--- src/rtl/tlul_adapter_host_mo.sv ---
// tlul_adapter_host_mo
//   Host-side TL-UL adapter that allows up to MAX_REQS transactions in flight.
//   Each transaction gets a slot; the slot index plus SRC_BASE is the A source ID.
//   D responses may arrive in any order. They are buffered per slot and handed
//   back to the host strictly in issue order.
// Ports
//   clk_i, rst_ni        clock, asynchronous active-low reset
//   req_i/gnt_o          host request and accept handshake
//   addr_i, we_i, wdata_i, be_i, size_i   host request fields
//   valid_o, rdata_o, err_o               in-order host response
//   unexp_o              sticky flag: a D beat arrived for a source that is not pending
//   tl_a_*               TL-UL A channel (request)
//   tl_d_*               TL-UL D channel (response); ready is always 1
module tlul_adapter_host_mo #(
  parameter int unsigned AW       = 32,
  parameter int unsigned DW       = 32,
  parameter int unsigned MAX_REQS = 2,
  parameter logic [7:0]  SRC_BASE = 8'h00
) (
  input  logic            clk_i,
  input  logic            rst_ni,
  input  logic            req_i,
  output logic            gnt_o,
  input  logic [AW-1:0]   addr_i,
  input  logic            we_i,
  input  logic [DW-1:0]   wdata_i,
  input  logic [DW/8-1:0] be_i,
  input  logic [1:0]      size_i,
  output logic            valid_o,
  output logic [DW-1:0]   rdata_o,
  output logic            err_o,
  output logic            unexp_o,
  output logic            tl_a_valid_o,
  output logic [2:0]      tl_a_opcode_o,
  output logic [1:0]      tl_a_size_o,
  output logic [7:0]      tl_a_source_o,
  output logic [AW-1:0]   tl_a_address_o,
  output logic [DW/8-1:0] tl_a_mask_o,
  output logic [DW-1:0]   tl_a_data_o,
  input  logic            tl_a_ready_i,
  input  logic            tl_d_valid_i,
  input  logic [7:0]      tl_d_source_i,
  input  logic [DW-1:0]   tl_d_data_i,
  input  logic            tl_d_error_i,
  output logic            tl_d_ready_o
);

  localparam int unsigned SW = (MAX_REQS > 1) ? $clog2(MAX_REQS) : 1;

  typedef enum logic [1:0] {
    SLOT_FREE = 2'd0,
    SLOT_PEND = 2'd1,
    SLOT_DONE = 2'd2
  } slot_st_e;

  slot_st_e          st_q    [MAX_REQS];
  slot_st_e          st_d    [MAX_REQS];
  logic [DW-1:0]     data_q  [MAX_REQS];
  logic [DW-1:0]     data_d  [MAX_REQS];
  logic              err_q   [MAX_REQS];
  logic              err_d   [MAX_REQS];
  logic              wr_q    [MAX_REQS];
  logic              wr_d    [MAX_REQS];
  logic [SW-1:0]     alloc_ptr_q, alloc_ptr_d;
  logic [SW-1:0]     retire_ptr_q, retire_ptr_d;
  logic              unexp_q, unexp_d;

  logic [7:0]        d_idx;
  logic [SW-1:0]     d_slot;
  logic              d_hit;
  logic              retire;

  function automatic logic [SW-1:0] ptr_inc(input logic [SW-1:0] p);
    return (p == SW'(MAX_REQS - 1)) ? '0 : p + 1'b1;
  endfunction

  // Source IDs below SRC_BASE wrap to large values and fall out of range.
  assign d_idx  = tl_d_source_i - SRC_BASE;
  assign d_slot = d_idx[SW-1:0];
  assign d_hit  = tl_d_valid_i && (d_idx < 8'(MAX_REQS)) && (st_q[d_slot] == SLOT_PEND);
  assign retire = (st_q[retire_ptr_q] == SLOT_DONE);

  // State register
  always_ff @(posedge clk_i or negedge rst_ni) begin
    if (!rst_ni) begin
      for (int unsigned i = 0; i < MAX_REQS; i++) begin
        st_q[i]   <= SLOT_FREE;
        data_q[i] <= '0;
        err_q[i]  <= 1'b0;
        wr_q[i]   <= 1'b0;
      end
      alloc_ptr_q  <= '0;
      retire_ptr_q <= '0;
      unexp_q      <= 1'b0;
    end else begin
      st_q         <= st_d;
      data_q       <= data_d;
      err_q        <= err_d;
      wr_q         <= wr_d;
      alloc_ptr_q  <= alloc_ptr_d;
      retire_ptr_q <= retire_ptr_d;
      unexp_q      <= unexp_d;
    end
  end

  // Next state. Grant targets a FREE slot, store a PEND slot and retire a DONE
  // slot, so all three can update in the same cycle without colliding.
  always_comb begin
    st_d         = st_q;
    data_d       = data_q;
    err_d        = err_q;
    wr_d         = wr_q;
    alloc_ptr_d  = alloc_ptr_q;
    retire_ptr_d = retire_ptr_q;
    unexp_d      = unexp_q | (tl_d_valid_i & ~d_hit);

    if (gnt_o) begin
      st_d[alloc_ptr_q] = SLOT_PEND;
      wr_d[alloc_ptr_q] = we_i;
      alloc_ptr_d       = ptr_inc(alloc_ptr_q);
    end
    if (d_hit) begin
      st_d[d_slot]   = SLOT_DONE;
      data_d[d_slot] = wr_q[d_slot] ? '0 : tl_d_data_i;
      err_d[d_slot]  = tl_d_error_i;
    end
    if (retire) begin
      st_d[retire_ptr_q] = SLOT_FREE;
      retire_ptr_d       = ptr_inc(retire_ptr_q);
    end
  end

  // Outputs
  always_comb begin
    tl_a_valid_o   = req_i && (st_q[alloc_ptr_q] == SLOT_FREE);
    gnt_o          = tl_a_valid_o && tl_a_ready_i;
    tl_a_source_o  = SRC_BASE + 8'(alloc_ptr_q);
    tl_a_address_o = addr_i;
    tl_a_data_o    = wdata_i;
    tl_a_size_o    = size_i;
    tl_a_mask_o    = be_i;
    if (!we_i)      tl_a_opcode_o = 3'h4;
    else if (&be_i) tl_a_opcode_o = 3'h0;
    else            tl_a_opcode_o = 3'h1;
    tl_d_ready_o   = 1'b1;
    valid_o        = retire;
    rdata_o        = retire ? data_q[retire_ptr_q] : '0;
    err_o          = retire ? err_q[retire_ptr_q] : 1'b0;
    unexp_o        = unexp_q;
  end

endmodule

--- config.mk ---
export PLATFORM = sky130hd
export DESIGN_NAME = tlul_adapter_host_mo
export DESIGN_NICKNAME = d
export VERILOG_FILES = /design/src/rtl/tlul_adapter_host_mo.sv
export SDC_FILE = /design/constraint.sdc
export NUM_CORES = 1
export LEC_CHECK = 0
export ABC_AREA = 1
export BUFFER_PORTS_ARGS = -buffer_cell sky130_fd_sc_hd__buf_2
export CELL_PAD_IN_SITES_DETAIL_PLACEMENT = 1
export CELL_PAD_IN_SITES_GLOBAL_PLACEMENT = 1
export CORE_UTILIZATION = 31
export DETAILED_ROUTE_END_ITERATION = 10
export PLACE_DENSITY = 0.86
export SYNTH_ARGS = -nofsm -noshare
export SYNTH_HDL_FRONTEND = slang
export SYNTH_SLANG_ARGS = --single-unit
--- constraint.sdc ---
create_clock -name clk_i -period 1.43 [get_ports clk_i]
set_input_delay 0.0715 -clock clk_i [delete_from_list [all_inputs] [get_ports clk_i]]
set_output_delay 0.0715 -clock clk_i [all_outputs]
set_load 0.05 [all_outputs]
; ---- After elaboration in Yosys (flattened, before gate mapping)
; Cells that the tools add are included.
[totals]
input_bits = 117
wordCells = 88
latchBits = 0
reg_bits = 75
ram_bits = 0
mem_count = 0
mem_bits_ro = 0
output_inout_bits = 119
[classes]
bitwise_logic = 14
mux = 43
n_eq_ne = 2
add_sub_neg = 2
shifts = 0
magnitude_cmp = 7
n_mul = 0
n_reduce_logical = 9
div = 0
[op_table]
columns = operator, n
row1 = $mux W32, 6
row2 = $bwmux W64, 1
row3 = $demux W32 S1, 1
row4 = $mux W2, 12
row5 = $mux W1, 12
row6 = $mux W4, 3
row7 = $lt A8 B2 Y1 const B, 1
row8 = $logic_and A1 B1 Y1, 7
row9 = $demux W2 S1, 3
row10 = $ge A2 B2 Y1 const B, 3
row11 = $lt A2 B1 Y1 const B, 3
row12 = $not A1 Y2, 3
row13 = $and A2 B2 Y2, 2
row14 = $and A4 B4 Y4, 1
row15 = $bwmux W2, 2
row16 = $not A2 Y2, 2
row17 = $not A4 Y4, 1
row18 = $or A2 B2 Y2, 2
row19 = $reduce_and A4 Y1, 1
row20 = $mux W3, 1
row21 = $add A1 B1 Y1 const B, 2
row22 = $demux W1 S1, 2
row23 = $eq A2 B1 Y1 const B, 1
row24 = $eq A2 B2 Y1 const B, 1
row25 = other kinds (4), 4

; ---- Depth between registers and ports, before layout
; Gate-level depths: netlist of run 1.
[logic_depth]
ltp_word = 12
ltp_mapped = 7
depth_no_buf = 7

; ---- Worst setup path before layout of run 1
; OpenSTA, ideal clock, no wires.
[synth_timing]
path_type = flip-flop to output port
from = register retire_ptr_q
to = output port rdata_o[22]
n_path_buf = 2
stages_incl_launch_ff = 8
arrival_time_ns = 1.560
setup_slack_ns = -0.201
path_cell_list = dfrtp_1 > buf_2 > inv_2 > nand3_1 > nand2_2 > buf_2 > nand2_1 > inv_1
[synth_via]
elab_chain_cells = 6
word_cells_on_any_way = 9
cone_classes = eq/ne: 1 / mux: 7 / bitwise: 1
[synth_lines]
columns = item, line
row1 = start: declaration, 65  ; logic [SW-1:0] retire_ptr_q, retire_ptr_d;
row2 = start signal: assignment, 101  ; retire_ptr_q <= retire_ptr_d;
row3 = $not A1 Y2 (implied by the code), 81  ; assign retire = (st_q[retire_ptr_q] == SLOT_DONE);
row4 = $mux W2 (implied by the code) (3 in a row), 81
row5 = $eq A2 B2 Y1, 81
row6 = net valid_o, 29  ; output logic valid_o,
row7 = $mux W32, 147  ; rdata_o = retire ? data_q[retire_ptr_q] : '0;
row8 = end: declaration, 30  ; output logic [DW-1:0] rdata_o,
; The timed path passes the listed nets, and every way through them passes these cells. The select of a mux whose other input is x is not followed.

; ---- Final worst setup path of run 1
[layout_timing]
from = register retire_ptr_q
to = output port rdata_o[14]
[layout_via]
elab_chain_cells = 6
word_cells_on_any_way = 9
cone_classes = eq/ne: 1 / mux: 7 / bitwise: 1
[layout_lines]
columns = item, line
row1 = $not A1 Y2 (implied by the code) *, "81, 147"
row2 = $mux W2 (implied by the code) (3 in a row), 81
row3 = $eq A2 B2 Y1, 81
row4 = $mux W32 *, 147
; Mark *: on every way between the ends. The rest lies on a longest branch, timed or not. The select of a mux whose other input is x is not followed.

==> qor.txt, run 1 <==
post-placement cell count: 885
fill count: 1,807
CTS root buf: clkbuf_16
fin crit share: 1.169
met3 GRT Util: 0.04193
static leakage: 3.332 nW
Die Width: 125.4 um
TNS Setup: -7837 ps
Syn Inst Count: 688
VDD IR-drop max: 0.0005441 V
synthesized cell area: 4720 um2
R2R depth: 8
RSZ-0062 raised after global routing: yes
met1 usage: 0.2099
total track usage: 0.1781
initial antenna violation count: 1
Max Cap Viol: 0
largest net degree at the start of global routing: 43
H-tree levels: 3
number of global-route vias before repair: 4,454
grt met2 use: 0.3148
DR vias: 4,222
share of cells above drive strength 1: 0.3442
GR peak layer: met2
Die Y: 125.4 um
Final setup viols: 45
Sink Count: 75
Seq/Total Area, Yosys: 0.3977
Pins Over Slew Limit: 0
Post-DRT Antenna Nets: 0
drt initial violations: 184
count of state elements after synthesis: 75
I/O pins: 236
violated checks: design-rule violations, negative setup slack
internal power: 0.003870 W
Max Root-Sink Buffers: 2
arrival time worst endpoint: 1600 ps
Pwr Density: 944.1 nW/um2
total gr overflow: 0
Required @ worst endpoint: 1360 ps
nets@finish: 848
final setup margin: -242.2 ps
Via density: 4.589
Synth-to-Final Area Change: 30.01%
routability cong.: 0.7838
CTS tree: done
Hold/Removal Path Class: primary input to flip-flop
TritonCTS Buffers: 9
Hold Path Depth: 5
final non-filler cell total: 920
drt wl/cell: 14.62 um
Worst Skew: 4.178 ps
Comb pwr share: 0.239
# port buffers: 94
Residual DRC: 11
placement row count: 44
Net Sw Power: 0.001923 W
total number of yosys warnings: 0
post-layout min period: 1672 ps
total die area: 15,720 um2
core area: 14,700 um2
clock latency on the worst-skew pair: 340 ps
startpoint types: flip-flop
Sw Ratio: 0.3320
Reg clk slew, reported paths: 60 ps
post-DP HPWL: 8392 um
Initial Util: 0.3211
overall routed net length: 13,450 um
Highest Clock Rate: 598.0 MHz
final hold vios: 0
Crit Path Class: flip-flop to output port
Cell variety after synth: 24
Critical Path Sink Type: output port
sequential share of power: 0.405
Syn Area/Cell: 6.860 um2
DRT Pass-1 Iters: 7
Clock power frac: 0.356
outcome: complete, but fails checks
first-pass GRT wire length: 21,990 um
CP Max Fanout: 9
-- worst max-delay path, cell delays in order (launching register included) --
cell and delay (ps):
dfrtp_1 430, buf_6 140, nand3_4 100, nand2_8 110, buf_12 170, nand2_2 80, clkinvlp_4 80, buf_8 150
-- path summary, 6_finish.rpt --
| path | start | to | slack, ps |
|---|---|---|---|
| worst max register to register | st_q[2] | st_q[2] | -30 |
| min in group asynchronous | rst_ni | unexp_o | 230 |
| worst max-delay path | retire_ptr_q | rdata_o[14] | -240 |
| max in group asynchronous | rst_ni | data_q[48] | 600 |
| worst min register to register | unexp_o | unexp_o | 460 |
| worst min-delay path | tl_d_data_i[30] | data_q[30] | 70 |
-- cells in the mapped netlist --
| master | number | share of area |
|---|---|---|
| nor2_4 | 2 | 0.0048 |
| a21boi_1 | 1 | 0.0016 |
| or2_2 | 1 | 0.0013 |
| buf_2 | 15 | 0.016 |
| conb_1 | 2 | 0.0016 |
| and2_1 | 1 | 0.0013 |
| clkbuf_1 | 6 | 0.0048 |
| a41oi_1 | 1 | 0.0019 |
| dfrtp_1 | 75 | 0.40 |
| o21ai_0 | 4 | 0.0042 |
| a21boi_0 | 1 | 0.0016 |
| nand2_1 | 286 | 0.23 |
| nor3_4 | 1 | 0.0034 |
| buf_6 | 4 | 0.0095 |
| inv_1 | 78 | 0.062 |
| nor2_1 | 39 | 0.031 |
| nand2_2 | 3 | 0.0040 |
| buf_4 | 87 | 0.14 |
| a21oi_1 | 1 | 0.0011 |
| nand2_4 | 1 | 0.0024 |
| inv_2 | 2 | 0.0016 |
| nand4_1 | 3 | 0.0040 |
| nor3_1 | 3 | 0.0032 |
| nand3_1 | 71 | 0.075 |
-- repair_timing --
action,4_1_cts,5_1_grt
gates cloned,2,1
hold buffers,4,0
buffers inserted,6,8
gates resized for setup,136,61
setup endpoints to repair,36,105
hold endpoints to repair,37,0
pin swaps,3,18
-- logic make-up after synthesis --
group                  Yosys count  synth area share
buffers and inverters          192            0.2322
DFF                             75            0.3977
AOI/OAI and AO/OA                8           0.01034
and+or+nand+nor                411            0.3582
other                            2          0.001591
-- cell usage in the layout (no fill, tap or decap), types with 17 or more instances in the layout --
cell type,count
buf_6,26
clkinvlp_4,30
nand3_1,58
buf_2,57
inv_1,42
nor2_1,37
buf_8,21
buf_4,17
dfrtp_1,74
nand2_1,244
nand2_2,37
-- state kept, by name, indices dropped and copies added (netlist names) --
signal	count
data_q	64
st_q	4
err_q	2
wr_q	2
alloc_ptr_q	1
retire_ptr_q	1
unexp_o	1
-- power by group through the flow --
stage / combinational (W) / sequential [W] / clock [W]
after floorplan: 0.00126 / 0.00235 / 0
after global routing: 0.00152 / 0.00237 / 0.00219
final: 0.00138 / 0.00235 / 0.00206
after global placement: 0.00113 / 0.00237 / 0
after detailed placement: 0.00116 / 0.00238 / 0
after CTS: 0.00127 / 0.00235 / 0.00208
-- per-layer routing --
layer / part of all wire / up-vias / wire (um)
li1: - / 2057 / -
met1: 0.43 / 2041 / 5772
met2: 0.51 / 104 / 6844
met3: 0.041 / 20 / 548
met4: 0.021 / 0 / 288
met5: 0 / - / 0
-- through the flow --
step / hold WS [ps] / utilization / area [um2] / power (W) / setup slack (ps)
after floorplan: -224.1 / - / 4861 / 0.003612 / 29.85
after global placement: 60.78 / 0.3407 / 5007 / 0.003503 / 64.27
after detailed placement: 66.62 / 0.3407 / 5007 / 0.003536 / -6.782
after CTS: 68.30 / 0.3970 / 5836 / 0.005704 / -250.1
after global routing: 89.58 / 0.4174 / 6136 / 0.006078 / -309.6
final: 68.00 / 0.4174 / 6136 / 0.005793 / -242.2
-- cell type report --
cell class | instances | area, um2 | area share
Multi-Input combinational cell | 428 | 2034 | 0.3316
Tap cell | 184 | 230.2 | 0.03752
Clock inverter | 5 | 31.28 | 0.005098
Antenna cell | 1 | 2.502 | 0.0004078
Sequential cell | 75 | 1878 | 0.3061
Inverter | 80 | 409.1 | 0.06668
Timing Repair Buffer | 137 | 1321 | 0.2153
Clock buffer | 10 | 229.0 | 0.03732
(Power assumes the default switching activity.)
==> run 2, diff against run 1 <==
--- a/config.mk
+++ b/config.mk
@@ -7,11 +7,9 @@
 export LEC_CHECK = 0
 export ABC_AREA = 1
 export BUFFER_PORTS_ARGS = -buffer_cell sky130_fd_sc_hd__buf_2
-export CELL_PAD_IN_SITES_DETAIL_PLACEMENT = 1
-export CELL_PAD_IN_SITES_GLOBAL_PLACEMENT = 1
-export CORE_UTILIZATION = 31
+export CORE_UTILIZATION = 47
 export DETAILED_ROUTE_END_ITERATION = 10
-export PLACE_DENSITY = 0.86
+export PLACE_DENSITY = 0.87
 export SYNTH_ARGS = -nofsm -noshare
 export SYNTH_HDL_FRONTEND = slang
 export SYNTH_SLANG_ARGS = --single-unit
==> qor.txt, run 2 (synthesis results as in run 1) <==
outcome: complete, but fails checks
violated checks: negative setup slack
total die area: 10,450 um2 (-34%)
H-tree levels: 3 (unchanged)
VDD IR-drop max: 0.0006093 V (+12%)
Critical Path Sink Type: output port
internal power: 0.003806 W (-1.7%)
CTS tree: done
Via density: 5.152 (+12%)
post-DP HPWL: 7095 um (-15%)
ANT cells: 0 (-1)
Post-DRT Antenna Nets: 0 (unchanged)
Die Y: 102.2 um (-18%)
Required @ worst endpoint: 1360 ps (about the same)
placement row count: 36 (-18%)
most flop-heavy register: data_q
hold wc startpoint: tl_d_data_i[7]
first-pass GRT wire length: 18,790 um (-15%)
slowest stage delay, CP: 470 ps (+40 ps)
Comb pwr share: 0.272 (+0.033)
Reg clk slew, reported paths: 80 ps (+20 ps)
drt wl/cell: 16.01 um (+9.5%)
RSZ-0062 raised after global routing: yes
Worst Skew: 9.751 ps (+5.574 ps)
number of global-route vias before repair: 3,992 (-10%)
RR Startpoint: st_q[3]
drt initial violations: 267 (+45%)
initial antenna violation count: 0 (-1)
Die Width: 102.2 um (-18%)
Critical Path Source: retire_ptr_q
routability cong.: 0.8105 (+3.4%)
fill count: 715 (-60%)
Worst path slowest cell: dfrtp_2
Max Root-Sink Buffers: 2 (unchanged)
post-layout min period: 1736 ps (+63.55 ps)
static leakage: 3.722 nW (+12%)
I/O pins: 236 (unchanged)
clock latency on the worst-skew pair: 360 ps (+20 ps)
max reg flops: 64 (unchanged)
Net Sw Power: 0.001965 W (+2.2%)
Pwr Density: 864.4 nW/um2 (-8.4%)
nets@finish: 860 (+1.4%)
Sink Count: 75 (unchanged)
Hold/Removal Path Class: primary input to flip-flop
Worst setup endpoint: rdata_o[11]
largest net degree at the start of global routing: 43 (unchanged)
Max Cap Viol: 0 (unchanged)
biggest regs: data_q x64, st_q x4
TritonCTS Buffers: 9 (unchanged)
Final setup viols: 74 (+64%)
Sw Ratio: 0.3405 (+0.008508)
Final Util: 0.6831 (+0.2656)
fin crit share: 1.214 (+0.04444)
CP Cell Sequence: inv_4 -> nand3_4 -> nand2_4 -> buf_6 -> buf_12 -> nand2_2 -> clkinvlp_4 -> buf_8
R2R depth: 8 (unchanged)
r2r setup slk: -120 ps (-90 ps)
overall routed net length: 14,110 um (+4.8%)
arrival time worst endpoint: 1660 ps (+60 ps)
most frequent cells in the layout: 164 x nand2_1, 77 x nand2_2, 72 x dfrtp_1, 67 x nand3_1, 57 x buf_2
sequential share of power: 0.412 (+0.007)
DRT Pass-1 Iters: 5 (-2)
dpl ws: 21.16 ps (+27.94 ps)
Residual DRC: 0 (-11)
DR vias: 4,539 (+7.5%)
# port buffers: 94 (unchanged)
most common cell after layout, fill and taps aside: nand2_1
final setup margin: -305.7 ps (-63.55 ps)
CP Max Fanout: 8 (-1)
total track usage: 0.2359 (+0.05782)
Clock power frac: 0.316 (-0.040)
total gr overflow: 0 (unchanged)
startpoint types: flip-flop
Crit Path Class: flip-flop to output port
Highest Clock Rate: 576.1 MHz (-3.7%)
Initial Util: 0.4828 (+0.1618)
core area: 9774 um2 (-34%)
Hold Path Depth: 5 (unchanged)
final hold vios: 0 (unchanged)
final instance area: 6676 um2 (+8.8%)
share of cells above drive strength 1: 0.4532 (+0.1090)
Worst R2R End: data_q[46]
Post-DP Area: 4898 um2 (-2.2%)
CTS root buf: clkbuf_8
Pins Over Slew Limit: 0 (unchanged)
Synth-to-Final Area Change: 41.46%
run 2: cell types whose count changed in the layout (fill, tap and decap cells not counted), moves of 3 or more:
cell / delta
clkbuf_8: +9
nand3_1: +9
nand3_2: -8
buf_8: +17
buf_6: -17
nand2_4: +41
nand2_2: +40
nand2_1: -80
clkbuf_16: -5
buf_4: +3
run 2: timing repair:
| action | 4_1_cts | 5_1_grt |
|---|---|---|
| pin swaps | 5 | 18 |
| cloned | 4 | 6 |
| hold buffers | 4 | 0 |
| gates resized for setup | 190 | 145 |
| endpoints found under the setup margin | 36 | 74 |
| endpoints found under the hold margin | 36 | 0 |
| buffers inserted | 11 | 12 |
run 2: worst max-delay path: cells and delay by family, from the launching register on:
kind,cells,cell delay (ps)
DFF,1,470
and+or+nand+nor,3,240
buffers and inverters,5,580
run 2: area by class of cell:
cell class | count | area (um2) | area share
clock buffers | 9 | 123.9 | 0.01855
clock inverters | 7 | 91.34 | 0.01368
inverters | 80 | 411.6 | 0.06166
multi-input cells | 429 | 2400 | 0.3594
flip-flops and latches | 75 | 1881 | 0.2817
well taps | 133 | 166.4 | 0.02493
repair buffers | 148 | 1603 | 0.2401
run 2: worst min-delay path by stage:
stage	to	slack, ps
floorplan	alloc_ptr_q	-220
global placement	unexp_o	40
detailed placement	unexp_o	50
CTS	alloc_ptr_q	40
global route	data_q[15]	60
finish	data_q[7]	40
run 2: metal layers:
metal | routed length [um] | up-vias | global-route usage
li1 | - | 2090 | -
met1 | 5362 | 2115 | 0.2982
met2 | 7079 | 267 | 0.3826
met3 | 1043 | 67 | 0.05267
met4 | 619 | 0 | 0.1165
met5 | 0 | - | 0
run 2: power groups by stage:
stage	registers [W]	logic, W	clock network, W
global route	0.00239	0.00169	0.00189
floorplan	0.00235	0.00126	0
detailed placement	0.00238	0.00108	0
finish	0.00238	0.00157	0.00182
CTS	0.00234	0.00129	0.00179
global placement	0.00237	0.00107	0
run 2: metrics by stage:
| step | instances | setup TNS [ps] | power [W] | hold WS (ps) |
|---|---|---|---|---|
| floorplan | 695 | 0 | 0.003612 | -224.1 |
| global placement | 830 | 0 | 0.003438 | 44.68 |
| detailed placement | 830 | 0 | 0.003460 | 48.89 |
| CTS | 864 | -12000 | 0.005420 | 36.28 |
| global route | 881 | -16350 | 0.005971 | 60.83 |
| finish | 881 | -12680 | 0.005771 | 40.03 |
